File: src/rtl/bbox_stream_unit.sv
// Serial-fed triangle bounding box: 96-bit word in, clamped integer-pixel box out with cull/degen flags.
// Result valid 2 edges after the last accepted bit; ser_ready drops until bb_ready takes the result.
module bbox_stream_unit #(
   parameter int COORD_W  = 16,
   parameter int FRAC_W   = 6,
   parameter int SCREEN_W = 640,
   parameter int SCREEN_H = 480
) (
   input  logic                        clk,
   input  logic                        rst_n,
   input  logic                        ser_in,
   input  logic                        ser_valid,
   output logic                        ser_ready,
   input  logic                        ser_clr,
   output logic                        bb_valid,
   input  logic                        bb_ready,
   output logic [COORD_W-FRAC_W-1:0]   xmin,
   output logic [COORD_W-FRAC_W-1:0]   xmax,
   output logic [COORD_W-FRAC_W-1:0]   ymin,
   output logic [COORD_W-FRAC_W-1:0]   ymax,
   output logic                        bb_cull,
   output logic                        bb_degen
);
   localparam int PIX_W  = COORD_W - FRAC_W;
   localparam int WORD_W = 6 * COORD_W;
   localparam int CNT_W  = $clog2(WORD_W);
   localparam logic [CNT_W-1:0] LAST_BIT = CNT_W'(WORD_W - 1);
   localparam logic [PIX_W:0]   XLIM     = (PIX_W+1)'(SCREEN_W - 1);
   localparam logic [PIX_W:0]   YLIM     = (PIX_W+1)'(SCREEN_H - 1);

   localparam logic [1:0] ST_SHIFT  = 2'd0;
   localparam logic [1:0] ST_MINMAX = 2'd1;
   localparam logic [1:0] ST_CLIP   = 2'd2;
   localparam logic [1:0] ST_OUT    = 2'd3;

   logic [1:0]         state_q, state_d;
   logic [CNT_W-1:0]   cnt_q, cnt_d;
   logic [WORD_W-1:0]  sr_q, sr_d;
   logic [COORD_W-1:0] xminfx_q, xminfx_d, xmaxfx_q, xmaxfx_d;
   logic [COORD_W-1:0] yminfx_q, yminfx_d, ymaxfx_q, ymaxfx_d;
   logic [PIX_W-1:0]   xmin_q, xmin_d, xmax_q, xmax_d, ymin_q, ymin_d, ymax_q, ymax_d;
   logic               cull_q, cull_d, degen_q, degen_d;
   logic [PIX_W:0]     xmin_int, xmax_int, ymin_int, ymax_int;

   function automatic logic [COORD_W-1:0] min3(input logic [COORD_W-1:0] a, b, c);
      logic [COORD_W-1:0] m;
      m = (a < b) ? a : b;
      return (m < c) ? m : c;
   endfunction

   function automatic logic [COORD_W-1:0] max3(input logic [COORD_W-1:0] a, b, c);
      logic [COORD_W-1:0] m;
      m = (a > b) ? a : b;
      return (m > c) ? m : c;
   endfunction

   // Bounds are PIX_W+1 wide so a ceil of the largest coordinate cannot wrap before clamping.
   assign xmin_int = {1'b0, xminfx_q[COORD_W-1:FRAC_W]};
   assign ymin_int = {1'b0, yminfx_q[COORD_W-1:FRAC_W]};
   assign xmax_int = {1'b0, xmaxfx_q[COORD_W-1:FRAC_W]} + {{PIX_W{1'b0}}, |xmaxfx_q[FRAC_W-1:0]};
   assign ymax_int = {1'b0, ymaxfx_q[COORD_W-1:FRAC_W]} + {{PIX_W{1'b0}}, |ymaxfx_q[FRAC_W-1:0]};

   always_comb begin
      state_d  = state_q;
      cnt_d    = cnt_q;
      sr_d     = sr_q;
      xminfx_d = xminfx_q;
      xmaxfx_d = xmaxfx_q;
      yminfx_d = yminfx_q;
      ymaxfx_d = ymaxfx_q;
      xmin_d   = xmin_q;
      xmax_d   = xmax_q;
      ymin_d   = ymin_q;
      ymax_d   = ymax_q;
      cull_d   = cull_q;
      degen_d  = degen_q;
      case (state_q)
         ST_SHIFT: begin
            if (ser_clr) begin
               cnt_d = '0;
            end else if (ser_valid) begin
               sr_d = {ser_in, sr_q[WORD_W-1:1]};
               if (cnt_q == LAST_BIT) begin
                  cnt_d   = '0;
                  state_d = ST_MINMAX;
               end else begin
                  cnt_d = cnt_q + CNT_W'(1);
               end
            end
         end
         ST_MINMAX: begin
            xminfx_d = min3(sr_q[0*COORD_W +: COORD_W], sr_q[1*COORD_W +: COORD_W], sr_q[2*COORD_W +: COORD_W]);
            xmaxfx_d = max3(sr_q[0*COORD_W +: COORD_W], sr_q[1*COORD_W +: COORD_W], sr_q[2*COORD_W +: COORD_W]);
            yminfx_d = min3(sr_q[3*COORD_W +: COORD_W], sr_q[4*COORD_W +: COORD_W], sr_q[5*COORD_W +: COORD_W]);
            ymaxfx_d = max3(sr_q[3*COORD_W +: COORD_W], sr_q[4*COORD_W +: COORD_W], sr_q[5*COORD_W +: COORD_W]);
            state_d  = ST_CLIP;
         end
         ST_CLIP: begin
            xmin_d  = (xmin_int > XLIM) ? XLIM[PIX_W-1:0] : xmin_int[PIX_W-1:0];
            xmax_d  = (xmax_int > XLIM) ? XLIM[PIX_W-1:0] : xmax_int[PIX_W-1:0];
            ymin_d  = (ymin_int > YLIM) ? YLIM[PIX_W-1:0] : ymin_int[PIX_W-1:0];
            ymax_d  = (ymax_int > YLIM) ? YLIM[PIX_W-1:0] : ymax_int[PIX_W-1:0];
            cull_d  = (xmin_int > XLIM) | (ymin_int > YLIM);
            degen_d = (xminfx_q == xmaxfx_q) | (yminfx_q == ymaxfx_q);
            state_d = ST_OUT;
         end
         default: begin
            if (bb_ready) state_d = ST_SHIFT;
         end
      endcase
   end

   always_ff @(posedge clk or negedge rst_n) begin
      if (!rst_n) begin
         state_q  <= ST_SHIFT;
         cnt_q    <= '0;
         sr_q     <= '0;
         xminfx_q <= '0;
         xmaxfx_q <= '0;
         yminfx_q <= '0;
         ymaxfx_q <= '0;
         xmin_q   <= '0;
         xmax_q   <= '0;
         ymin_q   <= '0;
         ymax_q   <= '0;
         cull_q   <= 1'b0;
         degen_q  <= 1'b0;
      end else begin
         state_q  <= state_d;
         cnt_q    <= cnt_d;
         sr_q     <= sr_d;
         xminfx_q <= xminfx_d;
         xmaxfx_q <= xmaxfx_d;
         yminfx_q <= yminfx_d;
         ymaxfx_q <= ymaxfx_d;
         xmin_q   <= xmin_d;
         xmax_q   <= xmax_d;
         ymin_q   <= ymin_d;
         ymax_q   <= ymax_d;
         cull_q   <= cull_d;
         degen_q  <= degen_d;
      end
   end

   assign ser_ready = (state_q == ST_SHIFT);
   assign bb_valid  = (state_q == ST_OUT);
   assign xmin      = xmin_q;
   assign xmax      = xmax_q;
   assign ymin      = ymin_q;
   assign ymax      = ymax_q;
   assign bb_cull   = cull_q;
   assign bb_degen  = degen_q;
endmodule

File: config.mk
export PLATFORM = sky130hd
export DESIGN_NAME = bbox_stream_unit
export DESIGN_NICKNAME = d
export VERILOG_FILES = /design/src/rtl/bbox_stream_unit.sv
export SDC_FILE = /design/constraint.sdc
export NUM_CORES = 1
export LEC_CHECK = 0
export CELL_PAD_IN_SITES_DETAIL_PLACEMENT = 1
export CELL_PAD_IN_SITES_GLOBAL_PLACEMENT = 1
export CORE_AREA = 2 2 195 197
export CTS_CLUSTER_DIAMETER = 80
export DETAILED_ROUTE_END_ITERATION = 7
export DIE_AREA = 0 0 197 199
export PLACE_DENSITY_LB_ADDON = 0.1
export RECOVER_POWER = 100
export SYNTH_ARGS = -nofsm -noshare
export SYNTH_HDL_FRONTEND = slang
export SYNTH_SLANG_ARGS = --single-unit
File: constraint.sdc
create_clock -name clk -period 5.55 [get_ports clk]
set_input_delay 0.555 -clock clk [delete_from_list [all_inputs] [get_ports clk]]
set_output_delay 0.555 -clock clk [all_outputs]
set_load 0.01 [all_outputs]
# --- Word-level counts from Yosys, hierarchy flattened ---
# Index checks and enable logic that the tools add are counted.
totals:
  output_inout_bits: 44
  regBits: 211
  input_bits: 6
  elab_cells: 68
classes:
  reduce_logical: 8
  n_eq_ne: 9
  n_lt_le_gt_ge: 12
  muxes: 20
  n_addsub: 3
  n_bitwise: 3
op_table:
  columns: ["cell", "n"]
  rows:
  - ["2-to-1 mux 16 bit", 8]
  - ["> comparator 16 bit", 4]
  - ["less-than comparator 16 bit", 4]
  - ["2-to-1 mux 10 bit", 4]
  - ["equality test 16 bit", 2]
  - ["adder 10 x 1 -> 11 bit", 2]
  - ["2-to-1 mux 7 bit", 3]
  - ["OR reduction 6 bit", 2]
  - ["> comparator 11 x 10 -> 1 bit (second input constant)", 1]
  - ["> comparator 11 x 9 -> 1 bit (second input constant)", 1]
  - ["> comparator 10 bit (second input constant)", 1]
  - ["> comparator 10 x 9 -> 1 bit (second input constant)", 1]
  - ["2-to-1 mux 2 bit", 4]
  - ["adder 7 x 1 -> 7 bit (second input constant)", 1]
  - ["equality test 7 bit (second input constant)", 1]
  - ["case mux 2 bit (3 select lines)", 1]
  - ["equality test 2 bit (second input constant)", 2]
  - ["inequality test 2 bit (second input constant)", 2]
  - ["AND reduction 4 bit", 1]
  - ["nonzero test 4 bit", 1]
  - ["AND reduction 3 bit", 1]
  - ["equality test 2 x 1 -> 1 bit (second input constant)", 1]
  - ["zero test 2 bit", 1]
  - ["inequality test 2 x 1 -> 1 bit (second input constant)", 1]
  - ["other kinds (4)", 5]

# --- Longest topological paths before layout ---
# Gate-level depths: netlist of run 1.
depth:
  word_depth: 5
  mapped_depth: 19
  ltp_nobuf: 15

# --- Worst setup path before layout of run 1 ---
# Ideal clock, no wire load.
synth_path:
  path_kind: "reg2reg"
  start: "register sr_q[30]"
  end: "register xminfx_q[10]"
  period_less_slack_ps: 4255
  t_arrival_ps: 4175
  setup_ps: 80
  setup_slack_ps: 1295
  stages_incl_launch_ff: 20
  t_required_ps: 5470
  n_path_buf: 5
  path_cell_list: "dfrtp_1 -> inv_1 -> ha_1 -> nand4_2 -> nor3_1 -> o21a_1 -> clkbuf_1 -> clkbuf_1 -> nor4_1 -> or2_2 -> ha_1 -> nand4_2 -> nor4_1 -> o21ai_0 -> or4_1 -> buf_2 -> and2_4 -> buf_6 -> buf_6 -> o211ai_2"
synth_between:
  elab_chain_cells: 4
synth_lines:
  columns: ["item", "line_no", "source"]
  rows:
  - ["from (decl)", "38", "logic [WORD_W-1:0] sr_q, sr_d;"]
  - ["from (signal assigned)", "131", "sr_q <= sr_d;"]
  - ["less-than comparator 16 bit", "47", "m = (a < b) ? a : b;"]
  - ["2-to-1 mux 16 bit *", "47", null]
  - ["less-than comparator 16 bit", "48", "return (m < c) ? m : c;"]
  - ["2-to-1 mux 16 bit *", "48", null]
  - ["to (signal assigned)", "132", "xminfx_q <= xminfx_d;"]
  - ["to (decl)", "39", "logic [COORD_W-1:0] xminfx_q, xminfx_d, xmaxfx_q, xmaxfx_d;"]
# Every way passes the cells marked *; elsewhere a longest branch is shown, timed or not.
# A chain may end at the register's enable or synchronous reset.

# --- Worst setup path after layout of run 1 ---
layout_path:
  start: "register sr_q[30]"
  end: "register xmaxfx_q[12]"
layout_between:
  elab_chain_cells: 4
layout_lines:
  columns: ["item", "line_no", "source"]
  rows:
  - ["> comparator 16 bit", "53", "m = (a > b) ? a : b;"]
  - ["2-to-1 mux 16 bit *", "53", null]
  - ["> comparator 16 bit", "54", "return (m > c) ? m : c;"]
  - ["2-to-1 mux 16 bit *", "54", null]
  - ["to (signal assigned)", "133", "xmaxfx_q <= xmaxfx_d;"]
  - ["to (decl)", "39", null]
# Marks and branches as above.

==> results of run 1 <==
## cells in the mapped netlist, types with 10 or more instances
cell	number	area [um2]
nand2_1	223	837
o221ai_1	33	289
ha_1	103	1290
a21oi_1	51	255
dfrtp_1	211	5280
mux2i_1	33	330
inv_1	127	477
a31oi_1	34	213
o22a_1	10	87.6
o211ai_1	11	82.6
and2_0	15	93.8
o211ai_2	10	125
nand4_1	22	138
nor2_1	54	203
xor2_1	36	315
clkbuf_1	48	180
buf_1	13	48.8
nand3_1	15	75.1
o2bb2ai_1	11	96.3
a221oi_1	10	87.6
a21o_1	11	82.6
o21ai_0	146	731
or2_2	16	100
nor4_1	35	219
nor2b_1	20	125
o2111ai_1	16	140
xnor2_1	11	96.3
## worst reg2reg max path: stages, from the launching register on
cell and delay, ns:
dfrtp_1 0.41, inv_1 0.09, ha_1 0.34, nand4_2 0.17, or2_0 0.31, or4_1 0.62
o31ai_4 0.21, buf_4 0.40, o21ai_0 0.14, ha_1 0.33, nand4_1 0.13, nor3_1 0.47
o221ai_1 0.25, a32o_2 0.50, a221oi_1 0.52, o22ai_1 0.16
## per-layer routing
metal	GRT usage [%]	part of all wire [%]	up-vias
li1	-	-	5159
met2	32.0	42	166
met3	2.70	3.8	31
met5	0	0	-
met4	4.34	1.4	0
met1	33.2	53	5413
## cell families (layout without fill, tap and decap cells)
logic type / count (synthesis) / after routing / synth area share [%]
compound gates: 401 / 401 / 20.9
xor+xnor: 47 / 47 / 3.21
fa+ha+maj: 103 / 103 / 10.0
buf+inv: 205 / 246 / 6.37
flops: 211 / 211 / 41.1
mux: 34 / 34 / 2.66
simple gates: 434 / 434 / 15.7
## worst paths after layout
path                                     end  cells after the start     start
worst max-delay path            xmaxfx_q[12]                     15  sr_q[30]
worst min-delay path                 ymin[5]                      1   ymin[5]
worst max register to register  xmaxfx_q[12]                     15  sr_q[30]
worst min register to register       ymin[5]                      1   ymin[5]
max in group asynchronous           sr_q[36]                      1     rst_n
min in group asynchronous           sr_q[58]                      1     rst_n
## power groups by stage
stage	clock network [W]	logic [W]	registers, W
CTS	0.00171	0.00642	0.00286
detailed placement	0	0.00635	0.00288
finish	0.00166	0.00634	0.00287
floorplan	0	0.00413	0.00270
global placement	0	0.00628	0.00287
global route	0.00177	0.00711	0.00297
## cell type report
type / count / area share [%]
Clock inverter: 9 / 0.480
Multi-Input combinational cell: 1019 / 46.3
Timing Repair Buffer: 72 / 4.57
Sequential cell: 211 / 36.2
Inverter: 128 / 3.29
Clock buffer: 37 / 5.16
Tap cell: 474 / 4.06
## state kept, by name (all words and copies together) (netlist names)
signal    count
bb_cull       1
bb_degen      1
cnt_q         7
sr_q         96
state_q       2
xmax         10
xmaxfx_q     16
xmin         10
xminfx_q     16
ymax         10
ymaxfx_q     16
ymin         10
yminfx_q     16
## what timing repair did
action / in CTS / in global routing
gates cloned: 0 / 0
endpoints found under the hold margin: 0 / 0
endpoints found under the setup margin: 1 / 7
pin swaps: 0 / 0
gates resized for setup: 1 / 4
hold buffers: 0 / 0
## stage by stage
stage / utilization, % / cell area, um2 / hold slack [ns] / setup TNS [ns]
2_1_floorplan: - / 12800 / 0.259 / 0
3_3_place_gp: 37.2 / 13800 / 0.467 / -0.141
3_5_place_dp: 37.2 / 13800 / 0.476 / 0
4_1_cts: 39.5 / 14700 / 0.0598 / 0
5_1_grt: 39.3 / 14600 / 0.500 / 0
6_report: 39.3 / 14600 / 0.479 / 0
==> reports/metrics.cfg, run 1 <==
[pwr]
switchingPower_w=0.00535
power_density_mw_per_mm2=745
p_comb_share_pct=58.3
clockPowerShare_pct=15.3
p_total_w=0.0109
vdd_drop_max_uv=319
p_int_w=0.00552
leakage_nw=6.56
power_frac_seq_pct=26.4
p_sw_share_pct=49.2

[run]
max-cap-violations=4

[synth]
yosys_most_used_dff=dfrtp_1
synth.distinct_cells=68
syn_area_mm2=0.0128
syn_area_per_cell_um2=8.95
synth_enable_flop_cells=0
ys_warn_count=0
async_flop_share_pct=100
mappedNetlistNets=1544
ys_seq_area_share_pct=41.1
synth-seq-cells=211
netlist_instances=1435

[timing]
setup_viol=0
hold_viol=0
relSlewSlack_pct=-204
rsz0062_at_grt=no
layout_setup_ws_ns=0.345
layout_min_cycle_time_ns=5.20
slew_violations=355
worstMarginPinSlew_ns=4.56
clock.fmax_mhz=192
fin_crit_sh_pct=93.8
finalClockSkew_ns=0.00864

[worst_setup_path]
cp-end-kind=flip-flop
timing.critical_path.cells=inv_1 -> ha_1 -> nand4_2 -> or2_0 -> or4_1 -> o31ai_4 -> buf_4 -> o21ai_0 -> ha_1 -> nand4_1 -> nor3_1 -> o221ai_1 -> a32o_2 -> a221oi_1 -> o22ai_1
path_class=flip-flop to flip-flop
cpMaxStageDelayCell=or4_1
cp_max_fo=18
cp-start-kind=flip-flop
critPathBufInv=2
max_stage_delay_ns=0.62
crit_top_cell=ha_1
crit_required_ns=5.94
arrival_ns=5.59
r2r_slack_ns=0.35
crit_family=compound AO/OA/AOI/OAI gates

[die]
core_mm2=0.0371
rows=71
chipHeight_um=199
die-area_mm2=0.0392
io_pins=50
start_util_pct=34.6
fp.dieW_um=197

[grt]
grt_pass1_wl_mm=66.1
grt_usage_pct=21.5
grt_max_degree=177
grt_pass1_vias=11200
grt_remaining_overflow=0
antenna_found_initial=1

[final_layout]
layout_common_cells=nand2_1, dfrtp_1, o21ai_0
instances_no_fill=1950
fin_nets=1567
multi_input_area_mm2=0.00676
area_delta_synth_final_pct=13.7
num_antenna_cells=0
regArea_mm2=0.00528
drive_above_1_share_pct=6.84
fillers=4329
final_common_cell=nand2_1

[clocking]
clk_latency_ns=0.54
htreeDepth=1
path_clk_slew_ns=0.06
cts_buffers=26
cts_setup_buffers=0
cts_root_buffer=clkbuf_16
cts_buffer_depth=3
cts_sinks=211
cts_tree=done

[drt]
wl_per_cell_um=21.1
vias=10800
drt-total-wl_mm=41.1
drc=0
drt_iter0_markers=663
viasPerCell=5.52
drtPass1Iterations=7
ant_nets=0

[worst_hold_path]
min_path_type=flip-flop to flip-flop

[placement]
dp_slack_ns=0.0154
gp_congestion=0.845
hpwlAfterDp_mm=29.8
place_inst=1904
io_buffers=49

[status]
status=complete, but fails checks
violations=max-capacitance violations, max-slew violations

Power figures use the tool's default switching activity.
==> run 2, diff against run 1 <==
==> constraint.sdc (replaced) <==
create_clock -name clk -period 5.55 [get_ports clk]
set_input_delay 0.555 -clock clk [delete_from_list [all_inputs] [get_ports clk]]
set_output_delay 0.555 -clock clk [all_outputs]
set_load 0.005 [all_outputs]
==> results of run 2 <==
The final DEF is identical to that of run 1. Status: complete, but fails checks: max-capacitance violations, max-slew violations.
Main changes from that run: total power 0.0109 W -> 0.0108 W
